`src/rtl/pakrv_host_pkg.sv`:
```
// Shared types and default constants for the host MMIO monitor.
package pakrv_host_pkg;

  typedef enum logic [1:0] {
    RUN   = 2'd0,
    DRAIN = 2'd1,
    DONE  = 2'd2
  } host_state_e;

  localparam logic [31:0] PAKRV_SIG_ADDR  = 32'h8E00_0000;
  localparam logic [31:0] PAKRV_HALT_ADDR = 32'h8F00_0000;
  localparam int          PAKRV_CNT_WIDTH = 32;

endpackage

```
`src/rtl/sync_fifo.sv`:
```
// First-word-fall-through FIFO with wrap-bit pointers; head reads 0 while empty.
module sync_fifo #(
  parameter int DATA_WIDTH = 32,
  parameter int DEPTH      = 16
) (
  input  logic                  clk,
  input  logic                  arst_n,
  input  logic                  push,
  input  logic [DATA_WIDTH-1:0] push_data,
  input  logic                  pop,
  output logic                  full,
  output logic                  empty,
  output logic [DATA_WIDTH-1:0] head
);
  localparam int AW = $clog2(DEPTH);

  logic [DATA_WIDTH-1:0] mem [DEPTH];
  logic [AW:0]           wr_ptr, rd_ptr;

  // Storage is intentionally left unreset; only the pointers clear.
  always_ff @(posedge clk) begin
    if (push) mem[wr_ptr[AW-1:0]] <= push_data;
  end

  always_ff @(posedge clk or negedge arst_n) begin
    if (!arst_n) begin
      wr_ptr <= '0;
      rd_ptr <= '0;
    end else begin
      if (push) wr_ptr <= wr_ptr + 1'b1;
      if (pop)  rd_ptr <= rd_ptr + 1'b1;
    end
  end

  assign empty = (wr_ptr == rd_ptr);
  assign full  = (wr_ptr[AW] != rd_ptr[AW]) && (wr_ptr[AW-1:0] == rd_ptr[AW-1:0]);
  assign head  = empty ? '0 : mem[rd_ptr[AW-1:0]];

endmodule

```
`src/rtl/host_mmio_monitor.sv`:
```
// Snoops core stores for signature/halt MMIO, buffers signature words, tracks run state.
// Define PAKRV_CYCLE_CNT_EN to build the execution cycle counter; otherwise cycles_o is 0.
module host_mmio_monitor
  import pakrv_host_pkg::*;
#(
  parameter int                    DATA_WIDTH = 32,
  parameter int                    ADDR_WIDTH = 32,
  parameter logic [ADDR_WIDTH-1:0] SIG_ADDR   = PAKRV_SIG_ADDR,
  parameter logic [ADDR_WIDTH-1:0] HALT_ADDR  = PAKRV_HALT_ADDR,
  parameter int                    FIFO_DEPTH = 16,
  parameter int                    CNT_WIDTH  = PAKRV_CNT_WIDTH
) (
  input  logic                  clk,
  input  logic                  arst_n,
  input  logic                  write_en,
  input  logic [ADDR_WIDTH-1:0] addr,
  input  logic [DATA_WIDTH-1:0] data_in,
  output logic                  sig_valid_o,
  output logic [DATA_WIDTH-1:0] sig_data_o,
  input  logic                  sig_ready_i,
  output logic                  halt_o,
  output logic                  done_o,
  output logic                  overflow_o,
  output logic [CNT_WIDTH-1:0]  cycles_o
);

  host_state_e state_q, state_d;
  logic        in_run, sig_hit, halt_hit;
  logic        full, empty, push, pop;
  logic        ovf_q;

  assign in_run   = (state_q == RUN);
  assign sig_hit  = in_run && write_en && (addr == SIG_ADDR);
  assign halt_hit = in_run && write_en && (addr == HALT_ADDR);
  assign pop      = !empty && sig_ready_i;
  // A pop in the same cycle frees a slot, so a full FIFO still accepts the push.
  assign push     = sig_hit && (!full || pop);

  sync_fifo #(
    .DATA_WIDTH (DATA_WIDTH),
    .DEPTH      (FIFO_DEPTH)
  ) u_fifo (
    .clk       (clk),
    .arst_n    (arst_n),
    .push      (push),
    .push_data (data_in),
    .pop       (pop),
    .full      (full),
    .empty     (empty),
    .head      (sig_data_o)
  );

  always_comb begin
    state_d = state_q;
    case (state_q)
      RUN:     if (halt_hit) state_d = DRAIN;
      DRAIN:   if (empty)    state_d = DONE;
      default: state_d = DONE;
    endcase
  end

  always_ff @(posedge clk or negedge arst_n) begin
    if (!arst_n) begin
      state_q <= RUN;
      ovf_q   <= 1'b0;
    end else begin
      state_q <= state_d;
      if (sig_hit && full && !pop) ovf_q <= 1'b1;
    end
  end

`ifdef PAKRV_CYCLE_CNT_EN
  logic [CNT_WIDTH-1:0] cnt_q;

  always_ff @(posedge clk or negedge arst_n) begin
    if (!arst_n)                      cnt_q <= '0;
    else if (in_run && (cnt_q != '1)) cnt_q <= cnt_q + 1'b1;
  end

  assign cycles_o = cnt_q;
`else
  assign cycles_o = '0;
`endif

  assign sig_valid_o = !empty;
  assign halt_o      = (state_q != RUN);
  assign done_o      = (state_q == DONE);
  assign overflow_o  = ovf_q;

endmodule

```
`config.mk`:
```
export PLATFORM = sky130hd
export DESIGN_NAME = host_mmio_monitor
export DESIGN_NICKNAME = d
export VERILOG_FILES = /design/src/rtl/pakrv_host_pkg.sv /design/src/rtl/sync_fifo.sv /design/src/rtl/host_mmio_monitor.sv
export SDC_FILE = /design/constraint.sdc
export NUM_CORES = 1
export LEC_CHECK = 0
export CORE_ASPECT_RATIO = 1.25
export CORE_MARGIN = 4
export CORE_UTILIZATION = 59
export CTS_BUF_LIST = sky130_fd_sc_hd__clkbuf_16
export CTS_CLUSTER_SIZE = 20
export DETAILED_ROUTE_END_ITERATION = 6
export PLACE_DENSITY = 0.8
export SKIP_LAST_GASP = 1
export SLEW_MARGIN = 20
export SYNTH_ARGS = -nofsm -noshare
export SYNTH_HDL_FRONTEND = slang
export SYNTH_SLANG_ARGS = --single-unit
```
`constraint.sdc`:
```
create_clock -name clk -period 5.6 [get_ports clk]
set_clock_uncertainty 0.05 [all_clocks]
set_input_delay 1.12 -clock clk [delete_from_list [all_inputs] [get_ports clk]]
set_output_delay 1.12 -clock clk [all_outputs]
set_load 0.005 [all_outputs]
```
==> results.yml <==
global_routing:
  grt_pass1_wl_um: 68520
  antenna_found_initial: 0
  grt_pass1_vias: 10470
  overflow: 0
  grt_max_degree: 92
  grt_usage: 0.2461
hold_path:
  hp-class: "reg -> reg"
  holdPathStages: 1
finish:
  final_cell_area_mm2: 0.02358
  seqCellArea_mm2: 0.01571
  drive_gt1_frac: 0.2387
  antenna_cells: 0
  multi_input_area_mm2: 0.004367
  fill_cells: 1967
  area_delta_synth_final_pct: 16.04
  final_nets: 1117
  fin_cells: 1504
sta:
  fmax_ghz: 0.2147
  report.final.hold_viol_count: 0
  fin_ws_ps: 942.4
  period_share: 0.8317
  setup_tns_ps: 0
  tightest_slew_ps: 1156
  relSlewSlack: 0.2272
  drv_slew: 0
  fin_crit_ps: 4658
  report.final.setup_viol: 0
  rsz0062_at_grt: "false"
clocking:
  root_buffer: "clkbuf_16"
  clock-sinks: 525
  cts_tree: "built"
  cts-buffers-inserted: 48
  cts_hold_buffers: 0
  clk_latency_ps: 560
  path_clk_slew_ps: 60
  cts_setup_buffers: 0
  cts_resized: 0
  htree_levels: 2
  cts_buffer_depth: 3
routing:
  met2_length_um: 24290
  wl_per_cell_um: 30.41
  wl_um: 45740
  drt-pass1-iter-count: 5
  ant_nets: 0
  drc: 0
  top_layer: "met4"
  dr_wl_met3_um: 3710
  drt_iter0_drc: 1194
  wl_met1_um: 16400
  vias_per_cell: 6.680
  vias: 10050
critical_path:
  endpoint_kind: "output port"
  crit_required_ps: 4430
  r2r.worst_path.cells: 5
  cp-start-kind: "flop"
  arrival_ps: 3490
  rrSetupSlack_ps: 2280
  critPathKind: "reg -> out"
  cp_max_fo: 42
place:
  dp_slack_ps: 1347
  dpl_cell_area_mm2: 0.02190
  numPortBuffers: 103
  dp_hpwl_um: 22330
  dp.cells: 1416
  gp_congestion: 0.7494
power_and_ir_drop:
  p_leak_nw: 7.461
  p_per_area_mw_per_mm2: 456.8
  vdd_ir_drop_max_mv: 0.3371
  total_power_mw: 10.77
synth:
  avgSynthCellArea_um2: 22.13
  synth_area_leaders: "edfxtp_1, mux4_2, a22oi_1, dfrtp_1, buf_4"
  yosysSeqAreaShare: 0.7727
  postSynth.asyncResetShare: 0.02476
  syn_inst: 918
  synth_flop_cell: "edfxtp_1"
  synth.ff_latch_count: 525
  ys_types: 42
  yosysTopAreaCell: "edfxtp_1"
  synth-edff-count: 512
  synth.cell_area_mm2: 0.02032
  synth_top_area_frac: 0.7567
  yosys_warnings: 0
die:
  die_h_um: 215.5
  core_mm2: 0.03378
  initial_utilization: 0.6015
  die_w_um: 174.0
  ioPinCount: 136
  rows: 75
  dieArea_mm2: 0.03749
outcome:
  outcome: "finished, final reports clean"
job:
  drv_cap: 0
## final timing paths
| check | startpoint | to |
|---|---|---|
| setup / recovery | u_fifo.rd_ptr[1] | sig_data_o[11] |
| hold / removal | overflow_o | overflow_o |
| setup reg to reg | u_fifo.rd_ptr[1] | u_fifo.mem[14][15] |
| hold reg to reg | overflow_o | overflow_o |
| max in group asynchronous | arst_n | u_fifo.rd_ptr[0] |
| min in group asynchronous | arst_n | u_fifo.rd_ptr[3] |
## worst max-delay path: stages (launching register included)
cell             delay, ps
dfrtp_4                830
xnor2_1                190
nand4_1                220
nor2_4                 660
buf_4                  410
a21oi_1                100
clkdlybuf4s50_1        480
## kinds of logic (layout without fill, tap and decap cells)
family | count (synthesis) | count (layout) | share of synthesized area
and+or+nand+nor | 58 | 58 | 0.01872
adders and majority gates | 5 | 5 | 0.003079
xor gates and xnor gates | 13 | 13 | 0.005974
other | 1 | 32 | 0.0001846
DFF | 525 | 525 | 0.7727
AOI/OAI and AO/OA | 99 | 99 | 0.03288
muxes | 130 | 130 | 0.1430
buffers and inverters | 87 | 219 | 0.02352
## synthesized netlist by cell type (3+ instances only)
cell type  number
clkbuf_1       28
nand3_1         3
ha_1            5
a22oi_1        64
nor2b_1         4
nand2b_1        6
buf_4          32
edfxtp_1      512
nor2_1          5
nand2_1         4
buf_1           3
mux4_2        128
buf_2          19
dfrtp_1        13
inv_1           4
nor4_1          6
xor2_1          3
a21oi_1        33
xnor2_1         9
nor3_1         10
and3_1          3
## sequential cells by signal (all words and copies together) (netlist names)
| signal | flops |
|---|---|
| overflow_o | 1 |
| state_q | 2 |
| u_fifo.mem | 512 |
| u_fifo.wr_ptr | 5 |
| u_fifo.rd_ptr | 5 |
## placed cells by master, fill, tap and decap left out, types with 2 or more instances in the layout
| master | count |
|---|---|
| edfxtp_1 | 512 |
| mux4_2 | 128 |
| clkdlybuf4s50_1 | 103 |
| a22oi_1 | 64 |
| clkbuf_16 | 50 |
| a21oi_1 | 33 |
| conb_1 | 32 |
| buf_4 | 18 |
| nor3_2 | 11 |
| dfrtp_1 | 11 |
| inv_1 | 10 |
| xnor2_1 | 9 |
| clkinv_1 | 9 |
| clkinv_2 | 8 |
| bufinv_16 | 8 |
| nand2b_1 | 6 |
| buf_12 | 6 |
| ha_1 | 5 |
| nor2_4 | 4 |
| nor4_1 | 4 |
| nand2_1 | 4 |
| xor2_1 | 3 |
| and3_1 | 3 |
| nand3_1 | 3 |
| clkinv_4 | 3 |
| nand4_1 | 2 |
| nor2b_4 | 2 |
| nor4bb_1 | 2 |
| or2_2 | 2 |
| nor2b_1 | 2 |
| nor4_2 | 2 |
| dfrtp_4 | 2 |
## layout make-up
class                   instances  area share
well taps                     423     0.02245
repair buffers                128     0.05572
multi-input cells             337      0.1852
clock buffers                  50     0.05306
clock inverters                37     0.01677
inverters                       4   0.0006368
flip-flops and latches        525      0.6662
## power breakdown
group / leakage [nW] / internal (mW) / total, mW / switching [mW]
combinational: 1.87 / 1.56 / 2.92 / 1.36
clock: 0.830 / 1.99 / 3.39 / 1.40
sequential: 4.76 / 4.33 / 4.46 / 0.132
total: 7.46 / 7.88 / 10.8 / 2.89
## per-layer routing
metal	vias up	track usage
li1	4065	-
met1	5253	0.3247
met2	624	0.4268
met3	105	0.04043
met4	0	0.07895
met5	-	0
## per-stage QoR
step / util / hold slack [ps]
2_1_floorplan: - / 406.1
3_3_place_gp: 0.6478 / 406.5
3_5_place_dp: 0.6484 / 413.0
4_1_cts: 0.6971 / 426.9
5_1_grt: 0.6980 / 455.6
6_report: 0.6980 / 422.1
No activity file was read; power rests on OpenSTA's default activity.
